File: src/rtl/dm_lsu_pkg.sv
// Shared encodings for the load/store unit: DMType codes,
// LSU state encodings and the default memory timeout.
package ctrl_encode_def;

    localparam logic [2:0] dm_word              = 3'b000;
    localparam logic [2:0] dm_halfword          = 3'b001;
    localparam logic [2:0] dm_halfword_unsigned = 3'b010;
    localparam logic [2:0] dm_byte              = 3'b011;
    localparam logic [2:0] dm_byte_unsigned     = 3'b100;

    typedef enum logic [2:0] {
        LSU_IDLE,
        LSU_RD,
        LSU_RMW_RD,
        LSU_WR,
        LSU_DONE
    } lsu_state_t;

    localparam int TIMEOUT_CYC_DEF = 255;

endpackage

File: src/rtl/dm_lsu_if.sv
// Word-wide data memory bus with req/ack handshake.
// master = load/store unit, slave = memory.
interface dm_lsu_if;
    logic        mem_req;
    logic        mem_we;
    logic [31:0] mem_addr;
    logic [31:0] mem_wdata;
    logic        mem_ack;
    logic [31:0] mem_rdata;

    modport master (
        output mem_req, mem_we, mem_addr, mem_wdata,
        input  mem_ack, mem_rdata
    );

    modport slave (
        input  mem_req, mem_we, mem_addr, mem_wdata,
        output mem_ack, mem_rdata
    );
endinterface

File: src/rtl/dm_lsu_lane.sv
// Byte/half lane logic: extends a loaded lane and merges
// store data into a read word at the addressed lane.
module dm_lane
    import ctrl_encode_def::*;
(
    input  logic [31:0] word,
    input  logic [1:0]  off,
    input  logic [2:0]  dmtype,
    input  logic [31:0] wdata,
    output logic [31:0] ext,
    output logic [31:0] merged
);
    logic [7:0]  b;
    logic [15:0] h;

    // Lane select, extension and sub-word merge
    always_comb begin
        b = word[{off, 3'b000} +: 8];
        h = word[{off[1], 4'b0000} +: 16];
        unique case (dmtype)
            dm_halfword:          ext = {{16{h[15]}}, h};
            dm_halfword_unsigned: ext = {16'b0, h};
            dm_byte:              ext = {{24{b[7]}}, b};
            dm_byte_unsigned:     ext = {24'b0, b};
            default:              ext = word;
        endcase
        merged = word;
        if (dmtype == dm_byte)
            merged[{off, 3'b000} +: 8] = wdata[7:0];
        else if (dmtype == dm_halfword)
            merged[{off[1], 4'b0000} +: 16] = wdata[15:0];
    end
endmodule

File: src/rtl/dm_lsu.sv
// Load/store unit: runs one access per request against a
// word memory, read-modify-write for sub-word stores.
module dm_lsu
    import ctrl_encode_def::*;
#(
    parameter int TIMEOUT_CYC = TIMEOUT_CYC_DEF
) (
    input  logic        clk,
    input  logic        rst,
    input  logic        MemRead,
    input  logic        MemWrite,
    input  logic [2:0]  DMType,
    input  logic [31:0] addr,
    input  logic [31:0] wdata,
    output logic [31:0] rdata,
    output logic        stall,
    output logic        done,
    output logic        fault,
    dm_lsu_if.master    mem
);
    localparam int CW = $clog2(TIMEOUT_CYC + 1);

    lsu_state_t    state;
    logic [CW-1:0] cnt;
    logic [1:0]    a_off;
    logic [2:0]    a_type;
    logic [31:0]   a_wdata;
    logic          illegal;
    logic          wait_last;
    logic [31:0]   lane_ext;
    logic [31:0]   lane_merged;

    dm_lane u_lane (
        .word   (mem.mem_rdata),
        .off    (a_off),
        .dmtype (a_type),
        .wdata  (a_wdata),
        .ext    (lane_ext),
        .merged (lane_merged)
    );

    assign stall = (MemRead | MemWrite) && (state != LSU_DONE);
    assign wait_last = (cnt == CW'(TIMEOUT_CYC - 1));

    // Request legality from the live decoder outputs
    always_comb begin
        illegal = (DMType > dm_byte_unsigned)
            || ((DMType == dm_halfword
                 || DMType == dm_halfword_unsigned) && addr[0])
            || ((DMType == dm_word) && (addr[1:0] != 2'b00))
            || (MemWrite && (DMType == dm_halfword_unsigned
                 || DMType == dm_byte_unsigned));
    end

    // Access sequencer with registered bus and result outputs
    always_ff @(posedge clk or posedge rst) begin
        if (rst) begin
            state         <= LSU_IDLE;
            cnt           <= '0;
            a_off         <= 2'b00;
            a_type        <= 3'b000;
            a_wdata       <= 32'h0;
            rdata         <= 32'h0;
            done          <= 1'b0;
            fault         <= 1'b0;
            mem.mem_req   <= 1'b0;
            mem.mem_we    <= 1'b0;
            mem.mem_addr  <= 32'h0;
            mem.mem_wdata <= 32'h0;
        end else begin
            done <= 1'b0;
            unique case (state)
                LSU_IDLE: begin
                    if (MemRead | MemWrite) begin
                        a_off   <= addr[1:0];
                        a_type  <= DMType;
                        a_wdata <= wdata;
                        cnt     <= '0;
                        if (illegal) begin
                            state <= LSU_DONE;
                            done  <= 1'b1;
                            fault <= 1'b1;
                            rdata <= 32'h0;
                        end else begin
                            mem.mem_req  <= 1'b1;
                            mem.mem_addr <= {addr[31:2], 2'b00};
                            if (!MemWrite) begin
                                state      <= LSU_RD;
                                mem.mem_we <= 1'b0;
                            end else if (DMType == dm_word) begin
                                state         <= LSU_WR;
                                mem.mem_we    <= 1'b1;
                                mem.mem_wdata <= wdata;
                            end else begin
                                state      <= LSU_RMW_RD;
                                mem.mem_we <= 1'b0;
                            end
                        end
                    end
                end
                LSU_RD, LSU_RMW_RD, LSU_WR: begin
                    if (mem.mem_ack) begin
                        cnt <= '0;
                        if (state == LSU_RMW_RD) begin
                            state         <= LSU_WR;
                            mem.mem_we    <= 1'b1;
                            mem.mem_wdata <= lane_merged;
                        end else begin
                            state       <= LSU_DONE;
                            done        <= 1'b1;
                            fault       <= 1'b0;
                            mem.mem_req <= 1'b0;
                            mem.mem_we  <= 1'b0;
                            if (state == LSU_RD)
                                rdata <= lane_ext;
                        end
                    end else if (wait_last) begin
                        state       <= LSU_DONE;
                        done        <= 1'b1;
                        fault       <= 1'b1;
                        rdata       <= 32'h0;
                        mem.mem_req <= 1'b0;
                        mem.mem_we  <= 1'b0;
                    end else begin
                        cnt <= cnt + 1'b1;
                    end
                end
                LSU_DONE: state <= LSU_IDLE;
                default:  state <= LSU_IDLE;
            endcase
        end
    end
endmodule
File: src/flat_wrapper.sv
// flat-port wrapper written by rule: the top's interface ports become plain ports
module dm_lsu_flat import ctrl_encode_def::*;
#(
    parameter int TIMEOUT_CYC = TIMEOUT_CYC_DEF
)
  (clk, rst, MemRead, MemWrite, DMType, addr, wdata, rdata, stall, done, fault, mem_mem_req, mem_mem_we, mem_mem_addr, mem_mem_wdata, mem_mem_ack, mem_mem_rdata);
  dm_lsu_if mem_i ();
  input  logic clk;
  input  logic rst;
  input  logic MemRead;
  input  logic MemWrite;
  input  logic [2:0] DMType;
  input  logic [31:0] addr;
  input  logic [31:0] wdata;
  output logic [31:0] rdata;
  output logic stall;
  output logic done;
  output logic fault;
  output wire logic [$bits(mem_i.mem_req)-1:0] mem_mem_req;
  output wire logic [$bits(mem_i.mem_we)-1:0] mem_mem_we;
  output wire logic [$bits(mem_i.mem_addr)-1:0] mem_mem_addr;
  output wire logic [$bits(mem_i.mem_wdata)-1:0] mem_mem_wdata;
  input wire logic [$bits(mem_i.mem_ack)-1:0] mem_mem_ack;
  input wire logic [$bits(mem_i.mem_rdata)-1:0] mem_mem_rdata;
  assign mem_mem_req = mem_i.mem_req;
  assign mem_mem_we = mem_i.mem_we;
  assign mem_mem_addr = mem_i.mem_addr;
  assign mem_mem_wdata = mem_i.mem_wdata;
  assign mem_i.mem_ack = mem_mem_ack;
  assign mem_i.mem_rdata = mem_mem_rdata;
  dm_lsu #(.TIMEOUT_CYC(TIMEOUT_CYC)) u_core (.clk(clk), .rst(rst), .MemRead(MemRead), .MemWrite(MemWrite), .DMType(DMType), .addr(addr), .wdata(wdata), .rdata(rdata), .stall(stall), .done(done), .fault(fault), .mem(mem_i));
endmodule
File: config.mk
export PLATFORM = sky130hd
export DESIGN_NAME = dm_lsu_flat
export DESIGN_NICKNAME = d
export VERILOG_FILES = /design/src/rtl/dm_lsu_pkg.sv /design/src/rtl/dm_lsu_if.sv /design/src/rtl/dm_lsu_lane.sv /design/src/rtl/dm_lsu.sv /design/src/flat_wrapper.sv
export SDC_FILE = /design/constraint.sdc
export NUM_CORES = 1
export LEC_CHECK = 0
export CORE_MARGIN = 2
export CORE_UTILIZATION = 61
export CTS_CLUSTER_DIAMETER = 80
export DETAILED_ROUTE_END_ITERATION = 6
export DONT_BUFFER_PORTS = 1
export PLACE_DENSITY = 0.77
export SLEW_MARGIN = 20
export SYNTH_ARGS = -nofsm -noshare
export SYNTH_HDL_FRONTEND = slang
export SYNTH_SLANG_ARGS = --single-unit
File: constraint.sdc
create_clock -name clk -period 9.55 [get_ports clk]
set_input_delay 1.91 -clock clk [delete_from_list [all_inputs] [get_ports clk]]
set_output_delay 1.91 -clock clk [all_outputs]
set_load 0.03 [all_outputs]
# Word-level counts from Yosys, hierarchy flattened

Index checks and enable logic that the tools add are counted.

Bitwise logic cells: 2
Equal/unequal tests: 23
Add/subtract/negate cells: 3
Reductions and logical operators: 23
Mux-type cells: 55
Order comparisons: 1
Shift-type cells: 6

Operators by type and width:

| kind                      | count |
|---|---|
| $mux W32                  | 14 |
| $pmux W32 S2              | 2 |
| $pmux W32 S4              | 1 |
| $bwmux W32                | 2 |
| $shift A16 B7 Y32 const A | 1 |
| $shift A8 B7 Y32 const A  | 1 |
| $shiftx A16 B7 Y32        | 1 |
| $shiftx A32 B6 Y16        | 1 |
| $shiftx A32 B6 Y8         | 1 |
| $shiftx A8 B7 Y32         | 1 |
| $mux W8                   | 3 |
| $mux W1                   | 21 |
| $mux W3                   | 6 |
| $pmux W8 S2               | 1 |
| $eq A3 B2 Y1 const B      | 5 |
| $neg A5 Y7                | 2 |
| $reduce_and A5 Y1         | 2 |
| $eq A3 B1 Y1 const B      | 3 |
| $ne A3 B3 Y1 const B      | 3 |
| $add A8 B1 Y8 const B     | 1 |
| $eq A8 B8 Y1 const B      | 1 |
| $ne A2 B1 Y1 const B      | 4 |
| $pmux W1 S2               | 4 |
| $reduce_and A7 Y1         | 1 |
| 16 further kinds          | 31 |

Bits in registers: 130
Word-level logic and storage cells: 125
Output and inout port bits: 101
Bits of input ports: 104

# Longest topological paths before layout

Gate-level depths: netlist of run 1.

Word-level depth: 9
Gate-level depth with buffers: 10
Mapped depth without buffers: 7

# By module

From an unflattened synthesis of run 1, not the netlist that was laid out.

Cells, all modules: 788
Area, all modules: 8,137.8 um^2

Modules (own cells, without submodules):

| module  | area an instance (um^2) | cells an instance | sequential area each (um^2) | times used |
|---|---|---|---|---|
| dm_lsu  | 6,316.1                 | 526               | 3,653.5                     | 1 |
| dm_lane | 1,821.7                 | 262               | 0.0                         | 1 |

# Least setup slack after synthesis of run 1

No wires, ideal clock.

Kind: input to output
Start point: input MemWrite
End point: output stall
Arrival time: 2,429 ps
Path slack: 5,211 ps
Stages: 2
Data required time: 7,640 ps
Buffers on the path: 0
Cells stage by stage: nor2_1 > a21oi_1

Word-level cells in the longest chain between the ends: 2

RTL lines:

| what                | line               | RTL |
|---|---|---|
| start, declared     | flat_wrapper.sv:11 | `input logic MemWrite;` |
| $or A1 B1 Y1        | dm_lsu.sv:42       | `assign stall = (MemRead \| MemWrite) && (state != LSU_DONE);` |
| $logic_and A1 B1 Y1 | dm_lsu.sv:42       |  |
| end, declared       | flat_wrapper.sv:16 | `output logic stall;` |

Every way passes these cells.

# Final worst setup path of run 1

Same ends and word-level chain as after synthesis.

==> flow_summary.toml, run 1 <==
[critical_path]
rr_worst_depth = 8
crit_chain = "nor2_1 > a21oi_1"
r2r-end = "u_core.mem.mem_wdata[10]$_DFFE_PP0P_"
worst_path_max_delay_cell = "a21oi_1"
reg2reg_slack_ns = 6.25
worstReg2RegStart = "u_core.a_off[1]$_DFFE_PP0P_"
critPathLaunch = "MemWrite"
required_ns = 7.64
start_kind = "primary input"
critical_path.max_stage_delay_ns = 0.53
critical-path-top-delay-family = "compound AO/OA/AOI/OAI gates"
crit_arrival_ns = 2.49
end_kind = "output pin"
worstPathMaxFanout = 8
crit_buf_inv = 0
critical_path_class = "in2out"

[timing]
tns_ns = 0
slew_headroom_pct = 29.7
setup_viol = 0
finClkSkew_ns = 0.00786
setup_slack_ns = 5.15
grt_setup_unrepaired = "false"
slew_violations = 0
hold_viol = 0
whs_ns = 0.540
worst_pin_slew_ns = 1.05
fin_crit_sh_pct = 46.0
final.min_clock_period_ns = 4.40
max_freq_mhz = 227

[cts]
clk_latency_ns = 0.42
cts_sinks = 130
cts_buffers = 17
h-tree-depth = 4
cts_resized = 0
cts_hold_buf = 0
post_cts_buffers = 0
clockRootBuffer = "clkbuf_16"
cts_tree = "built"
cts_max_path_buffers = 2
clkTransAtPathRegs_ns = 0.06

[floorplanning]
die_y_microns = 111
io_pins = 205
core.rowCount = 39
chipWidth_microns = 111
start_util_pct = 62.1
dieArea_sq_um = 12400
core_sq_um = 11300

[pwr]
leakagePower_nw = 3.15
fin_total_pwr_w = 0.00306
vdd_drop_max_uv = 239
p_per_area_nw_per_um2 = 397

[global_routing]
grt_pass1_vias = 5870
grtUsageTotal_pct = 33.1
antenna_found_initial = 0
grt_max_degree = 73
grt.overflow.total = 0
grt_pass1_wl_mm = 32.2

[synthesis]
yosys.area.top_type = "dfrtp_1"
synthTopCellsByArea = "dfrtp_1 46%, mux2_2 9.5%, o21ai_0 7.0%"
synth-seq-cells = 130
synth_ff_type = "dfrtp_1"
ys_types = 62
synth.cell_area_sq_um = 7030
ys_top_cells_by_count = "130 x dfrtp_1, 98 x o21ai_0, 63 x nand2_1, 59 x mux2_2, 46 x nor2_1"
ys_async_sr_fraction_pct = 100
synth-warning-count = 0
avgSynthCellArea_sq_um = 9.90
synthCells = 710
synth.most_common_cell = "dfrtp_1"
synth_top_cell_area_share_pct = 46.3
synth_edf_count = 0
seq_area_frac_synth_pct = 46.3

[placed_design]
io_buffers = 0
place_ws_ns = 5.02
dp_hpwl_mm = 14.6
gp_congestion = 0.936

[routing]
wl_met1_mm = 7.56
dr.max_layer_used = "met4"
drtIter0Drc = 621
ant_nets = 0
wl_per_cell_microns = 24.4
first_pass_iters = 5
wl_met2_mm = 9.50
drcViolationCount = 0
dr_wl_met3_mm = 2.57
vias_per_cell = 7.06
wl_mm = 20.5
routed-via-count = 5927

[final_layout]
drive_gt1_share_pct = 17.9
syn_to_final_growth_pct = 9.58
diodes = 0
nNetsFinal = 795

[worst_hold_path]
hold_end = "u_core.a_wdata[12]$_DFFE_PP0P_"
hp-class = "reg2reg"
hold_depth = 1
hold_start = "u_core.a_wdata[12]$_DFFE_PP0P_"

[run_status]
status = "completed"

[run]
cap_violations = 0
sequential cells by signal (all words and copies together), names as in the netlist, 2 cells and up:
name                  flops
u_core.cnt                8
u_core.rdata             32
u_core.a_type             3
u_core.a_wdata           16
u_core.mem.mem_addr      30
u_core.state              3
u_core.a_off              2
u_core.mem.mem_wdata     32
logic make-up after synthesis:
| logic type | Yosys count | synth area share, % |
|---|---|---|
| flops | 130 | 46.3 |
| simple gates | 175 | 11.9 |
| compound gates | 257 | 25.1 |
| buf+inv | 70 | 4.29 |
| other cells | 1 | 0.0534 |
| xor+xnor | 7 | 0.873 |
| mux | 62 | 10.1 |
| fa+ha+maj | 8 | 1.39 |
layer usage:
metal / track usage [%] / vias up
li1: - / 2583
met1: 40.6 / 2851
met2: 51.6 / 420
met3: 13.6 / 73
met4: 15.1 / 0
met5: 0 / -
worst max path at each step:
stage / to / slack, ns / cells after the start
5_1_grt: stall / 5.14 / 2
4_1_cts: stall / 5.16 / 2
3_5_place_dp: u_core.rdata[15]$_DFFE_PP0P_ / 5.02 / 5
2_1_floorplan: u_core.a_off[0]$_DFFE_PP0P_ / 4.17 / 1
3_3_place_gp: stall / 5.18 / 2
6_report: stall / 5.15 / 2
layout make-up:
type / instances / area, sq um
inverter: 15 / 58.8
tap: 143 / 179
multi-input combinational: 511 / 3510
timing repair buffer: 9 / 67.6
fill: 888 / 3620
sequential: 130 / 3250
clock buffer: 19 / 453
clock inverter: 13 / 183
cell usage in the layout, fill, tap and decap left out, types with 3 or more instances in the layout:
cell type | Yosys | layout
clkinv_4 | 0 | 3
buf_4 | 2 | 9
o41ai_1 | 3 | 3
mux2_2 | 59 | 59
o31a_1 | 15 | 15
inv_1 | 14 | 13
nand2b_1 | 12 | 12
bufinv_16 | 0 | 4
a21oi_1 | 21 | 21
o21ai_0 | 98 | 97
nor4_1 | 3 | 3
or2_2 | 8 | 9
nor2b_1 | 11 | 10
a221o_1 | 9 | 9
o21ai_1 | 6 | 6
dfrtp_1 | 130 | 130
o21a_1 | 7 | 7
ha_1 | 7 | 7
nor3_1 | 6 | 6
or3_1 | 10 | 9
o31ai_1 | 26 | 26
nor2_1 | 46 | 44
o221ai_1 | 9 | 9
o41ai_2 | 5 | 5
clkinv_2 | 0 | 4
clkbuf_16 | 0 | 17
nand2_1 | 63 | 63
xnor2_1 | 5 | 5
a221oi_1 | 22 | 22
a211oi_1 | 15 | 15
stage by stage:
step                      cells  instance area (sq um)  util (%)
after global placement      808                   7060      62.4
after floorplan             711                   7030         -
after global routing        840                   7700      68.0
after CTS                   840                   7700      68.0
after detailed placement    808                   7060      62.4
final                       840                   7700      68.0
where the power goes:
part	switching [W]	total, W	internal [W]
combinational	0.000640	0.00103	0.000391
clock	0.000243	0.000694	0.000450
sequential	0.000562	0.00134	0.000774
No activity file was read; power rests on OpenSTA's default activity.
==> run 2: changes to the inputs <==
- CORE_UTILIZATION: 61 -> 58
- PLACE_DENSITY: 0.77 -> 0.76
- clock period: 9.55 -> 3.8 ns (I/O delays scaled with it)
==> flow_summary.toml, run 2 (synthesis results as in run 1) <==
[timing]
worst_pin_slew_ns = 0.999
setup_viol = 0
fin_crit_sh_pct = 71.8
final.min_clock_period_ns = 2.73
tns_ns = 0
grt_setup_unrepaired = "false"
hold_viol = 0
max_freq_mhz = 366
finClkSkew_ns = 0.0101
slew_headroom_pct = 33.4
slew_violations = 0

[global_routing]
grt_pass1_vias = 5856
antenna_found_initial = 0
grtUsageTotal_pct = 32.2
grt_max_degree = 68
grt.overflow.total = 0
grt_pass1_wl_mm = 32.2

[cts]
post_cts_buffers = 0
clkTransAtPathRegs_ns = 0.06
h-tree-depth = 4
clockRootBuffer = "clkbuf_16"
cts_max_path_buffers = 2
cts_tree = "built"
cts_sinks = 130
cts_buffers = 17
clk_latency_ns = 0.43
cts_resized = 0
cts_hold_buf = 0

[floorplanning]
dieArea_sq_um = 13000
io_pins = 205
start_util_pct = 59.0
chipWidth_microns = 114
die_y_microns = 114
core.rowCount = 40
core_sq_um = 11900

[routing]
vias_per_cell = 6.92
ant_nets = 0
drcViolationCount = 0
drtIter0Drc = 647
first_pass_iters = 7
wl_per_cell_microns = 24.2
routed-via-count = 5864
wl_mm = 20.5

[worst_hold_path]
hp-class = "in2async"

[critical_path]
start_kind = "flip-flop"
crit_chain = "inv_1 > ha_1 > inv_1 > nor4_2 > a221oi_1 > o31a_1 > o21ai_0"
crit_arrival_ns = 3.06
end_kind = "flip-flop"
worst_path_max_delay_cell = "nor4_2"
worstPathMaxFanout = 9
cpMostUsedCell = "inv_1"
critical_path.max_stage_delay_ns = 0.61
critical_path_class = "reg2reg"
required_ns = 4.13

[placed_design]
gp_congestion = 0.931
dp_hpwl_mm = 14.6
dp_cells = 815
io_buffers = 0
place_area_sq_um = 7120

[run_status]
status = "completed"

[final_layout]
most-common-layout-cells = "130 x dfrtp_1, 97 x o21ai_0, 63 x nand2_1"
drive_gt1_share_pct = 18.3
largestRegisters = "u_core.mem.mem_wdata: 32 flops, u_core.rdata: 32 flops, u_core.mem.mem_addr: 30 flops"
finalNonFillerCells = 848
final_common_cell = "dfrtp_1"
syn_to_final_growth_pct = 9.78
fin_area_sq_um = 7710
diodes = 0
nNetsFinal = 800

[pwr]
p_per_area_nw_per_um2 = 978
vdd_drop_max_uv = 498
leakagePower_nw = 3.14
fin_total_pwr_w = 0.00755

[run]
cap_violations = 0
[run 2: metrics by stage]
stage,setup slack (ns),hold slack (ns),util (%)
floorplan,1.09,0.498,-
global placement,0.971,0.514,59.7
detailed placement,0.904,0.522,59.7
CTS,1.13,0.443,64.5
global route,0.777,0.268,64.8
finish,1.07,0.236,64.8
[run 2: layout make-up]
cell class,count,area (sq um)
clock buffers,18,439
clock inverters,13,126
fillers,967,4200
inverters,15,60.1
multi-input cells,511,3500
flip-flops and latches,130,3250
well taps,147,184
repair buffers,14,146
[run 2: critical path: cells and delay by family, from the launching register on]
kind	cells	cell delay, ns
compound gates	3	0.70
fa+ha+maj	1	0.42
buf+inv	2	0.35
flops	1	0.55
simple gates	1	0.61
[run 2: worst paths after layout]
kind | start | to | slack (ns) | cells after the start
hold / removal | rst | u_core.mem.mem_addr[6]$_DFFE_PP0P_ | 0.24 | 1
min in group clk | wdata[15] | u_core.a_wdata[15]$_DFFE_PP0P_ | 0.45 | 2
setup / recovery | u_core.a_off[0]$_DFFE_PP0P_ | u_core.mem.mem_wdata[14]$_DFFE_PP0P_ | 1.07 | 7
max in group asynchronous | rst | u_core.rdata[24]$_DFFE_PP0P_ | 2.76 | 3
setup reg to reg | u_core.a_off[0]$_DFFE_PP0P_ | u_core.mem.mem_wdata[14]$_DFFE_PP0P_ | 1.07 | 7
hold reg to reg | u_core.a_wdata[12]$_DFFE_PP0P_ | u_core.a_wdata[12]$_DFFE_PP0P_ | 0.54 | 1
[run 2: power by group]
part | internal, W | total, W | switching (W) | leakage [nW]
clock network | 0.000922 | 0.00157 | 0.000649 | 0.266
registers | 0.00194 | 0.00336 | 0.00142 | 1.64
logic | 0.00101 | 0.00261 | 0.00160 | 1.24
total | 0.00388 | 0.00755 | 0.00367 | 3.14
[run 2: metal layers]
metal  global-route usage, %  vias up  part of all wire, %
met5                       0        -                    0
met4                    17.8        0                  5.3
met3                    12.3       94                   11
met2                    49.2      341                   46
met1                    39.5     2825                   38
li1                        -     2604                    -
==> run 3: changes to the inputs <==
- ABC_AREA: default -> 1
- CORE_UTILIZATION: 58 -> 61
- PLACE_DENSITY: 0.76 -> 0.77
- clock period: 3.8 -> 2.6 ns (I/O delays scaled with it)
==> flow_summary.toml, run 3 <==
[run_status]
status = "completed"

[synthesis]
synthCells = 1219
synth-seq-cells = 130
synth.cell_area_sq_um = 7920
ys_async_sr_fraction_pct = 100
seq_area_frac_synth_pct = 41.1
avgSynthCellArea_sq_um = 6.50
yosys.area.top_type = "dfrtp_1"
synth_top_cell_area_share_pct = 41.1
synth_edf_count = 0
ys_top_cells_by_count = "610 x nand2_1, 130 x dfrtp_1, 101 x inv_1, 62 x nor2_1, 52 x nand3_1"
synth_ff_type = "dfrtp_1"
synth.most_common_cell = "nand2_1"
synthTopCellsByArea = "dfrtp_1 41%, nand2_1 29%, inv_1 4.8%"
synth-warning-count = 0
ys_types = 30

[final_layout]
syn_to_final_growth_pct = 9.27
diodes = 0
most-common-layout-cells = "608 x nand2_1, 130 x dfrtp_1, 100 x inv_1"
nNetsFinal = 1305
largestRegisters = "u_core.mem.mem_wdata: 32 flops, u_core.rdata: 32 flops, u_core.mem.mem_addr: 30 flops"
fin_area_sq_um = 8660
post-route-util_pct = 68.3
final_common_cell = "nand2_1"
drive_gt1_share_pct = 6.55

[cts]
clk_latency_ns = 0.43
clockRootBuffer = "clkbuf_16"
cts_hold_buf = 0
clkTransAtPathRegs_ns = 0.06
h-tree-depth = 4
cts_buffers = 17
cts_tree = "built"
cts_max_path_buffers = 2
cts_sinks = 130

[placed_design]
io_buffers = 0
gp_congestion = 0.980
dp_hpwl_mm = 16.0
place_ws_ns = -0.0887
place_area_sq_um = 8030

[timing]
slew_violations = 0
setup_viol = 0
fin_crit_sh_pct = 93.5
grt_setup_unrepaired = "false"
hold_viol = 0
worst_pin_slew_ns = 0.924
max_freq_mhz = 411
setup_slack_ns = 0.168
slew_headroom_pct = 38.3
final.min_clock_period_ns = 2.43
tns_ns = 0
finClkSkew_ns = 0.00995

[floorplanning]
chipWidth_microns = 118
core.rowCount = 41
dieArea_sq_um = 13900
start_util_pct = 62.5
die_y_microns = 118
io_pins = 205
core_sq_um = 12700

[critical_path]
critical_path.max_stage_delay_ns = 0.69
cpMostUsedCell = "nand2_1"
required_ns = 2.96
crit_arrival_ns = 2.79
end_kind = "flip-flop"
start_kind = "flip-flop"
critical_path_class = "reg2reg"
crit_chain = "inv_2 > nand2_1 > nor2_2 > nand4_1 > nand2_1 > nor2_4 > inv_1 > nand2_1 > nand2_1"
worst_path_max_delay_cell = "inv_1"
worstPathMaxFanout = 32

[pwr]
p_per_area_nw_per_um2 = 1370
leakagePower_nw = 4.80
vdd_drop_max_uv = 790

[global_routing]
grt_pass1_vias = 7168
grt_max_degree = 82
grt.overflow.total = 0
grtUsageTotal_pct = 32.7
grt_pass1_wl_mm = 36.3
antenna_found_initial = 0

[routing]
ant_nets = 0
wl_per_cell_microns = 16.1
routed-via-count = 7604
vias_per_cell = 5.51
wl_mm = 22.3
drcViolationCount = 0
drtIter0Drc = 783
first_pass_iters = 7

[worst_hold_path]
hp-class = "in2async"

[run]
cap_violations = 0
-- run 3: cell types whose count changed in the layout (fill, tap and decap cells not counted), sizes merged, moves of 15 or more --
cell,before,now
a21oi,21,50
nor2,46,66
mux2,59,0
o22ai,1,16
nand3,2,55
inv,18,108
o211ai,0,27
nand2,63,613
a211oi,15,0
o21ai,104,53
o31a,15,0
o31ai,26,0
a221oi,22,0
-- run 3: what timing repair did --
item	in CTS	in global routing
gates resized for setup	1	1
endpoints found under the setup margin	2	2
setup buffers	0	0
-- run 3: worst paths after layout --
kind	slack, ns	cells past startpoint	endpoint	startpoint
worst min-delay path	0.05	2	u_core.mem.mem_addr[5]$_DFFE_PP0P_	rst
worst min register to register	0.51	2	u_core.state[0]$_DFFE_PP0N_	u_core.state[0]$_DFFE_PP0N_
min in group clk	0.20	2	u_core.a_wdata[9]$_DFFE_PP0P_	wdata[9]
worst max register to register	0.17	9	u_core.rdata[21]$_DFFE_PP0P_	u_core.state[1]$_DFFE_PP0N_
worst max-delay path	0.17	9	u_core.rdata[21]$_DFFE_PP0P_	u_core.state[1]$_DFFE_PP0N_
max in group asynchronous	2.14	2	u_core.mem.mem_wdata[25]$_DFFE_PP0P_	rst
-- run 3: layout make-up --
type	count	area (sq um)
Tap cell	172	215
Multi-Input combinational cell	920	4000
Clock buffer	21	470
Fill cell	1129	4020
Sequential cell	130	3250
Clock inverter	11	153
Timing Repair Buffer	17	153
Inverter	108	409
-- run 3: stage by stage --
| step | hold WS (ns) | total power, W | cells |
|---|---|---|---|
| after floorplan | 0.471 | 0.00818 | 1220 |
| after global placement | 0.489 | 0.00915 | 1347 |
| after detailed placement | 0.496 | 0.00926 | 1347 |
| after CTS | 0.0583 | 0.0118 | 1379 |
| after global routing | 0.0758 | 0.0127 | 1379 |
| final | 0.0465 | 0.0119 | 1379 |
-- run 3: kinds of logic after synthesis --
| logic type | synth area share (%) |
|---|---|
| AOI/OAI and AO/OA | 10.6 |
| buffers and inverters | 8.64 |
| and+or+nand+nor | 38.3 |
| other | 0.0473 |
| DFF | 41.1 |
| xor gates and xnor gates | 0.221 |
| adders and majority gates | 1.11 |
-- run 3: power by group --
part	internal (W)	leakage [nW]	total, W	switching (W)
logic	0.00144	2.82	0.00472	0.00328
clock network	0.00159	0.296	0.00251	0.000918
registers	0.00278	1.68	0.00462	0.00184
-- run 3: metal layers --
metal | global-route usage [%] | routed length, microns | up-vias
met4 | 12.7 | 800 | 0
met2 | 52.8 | 10300 | 377
met5 | 0 | 0 | -
li1 | - | - | 3746
met3 | 9.84 | 2170 | 69
met1 | 41.4 | 8930 | 3412
-- run 3: worst max-delay path: cells and delay by family (launching register included) --
kind,cells,cell delay [ns]
AND/OR/NAND/NOR,7,1.14
buffers and inverters,2,0.76
flip-flops,1,0.44
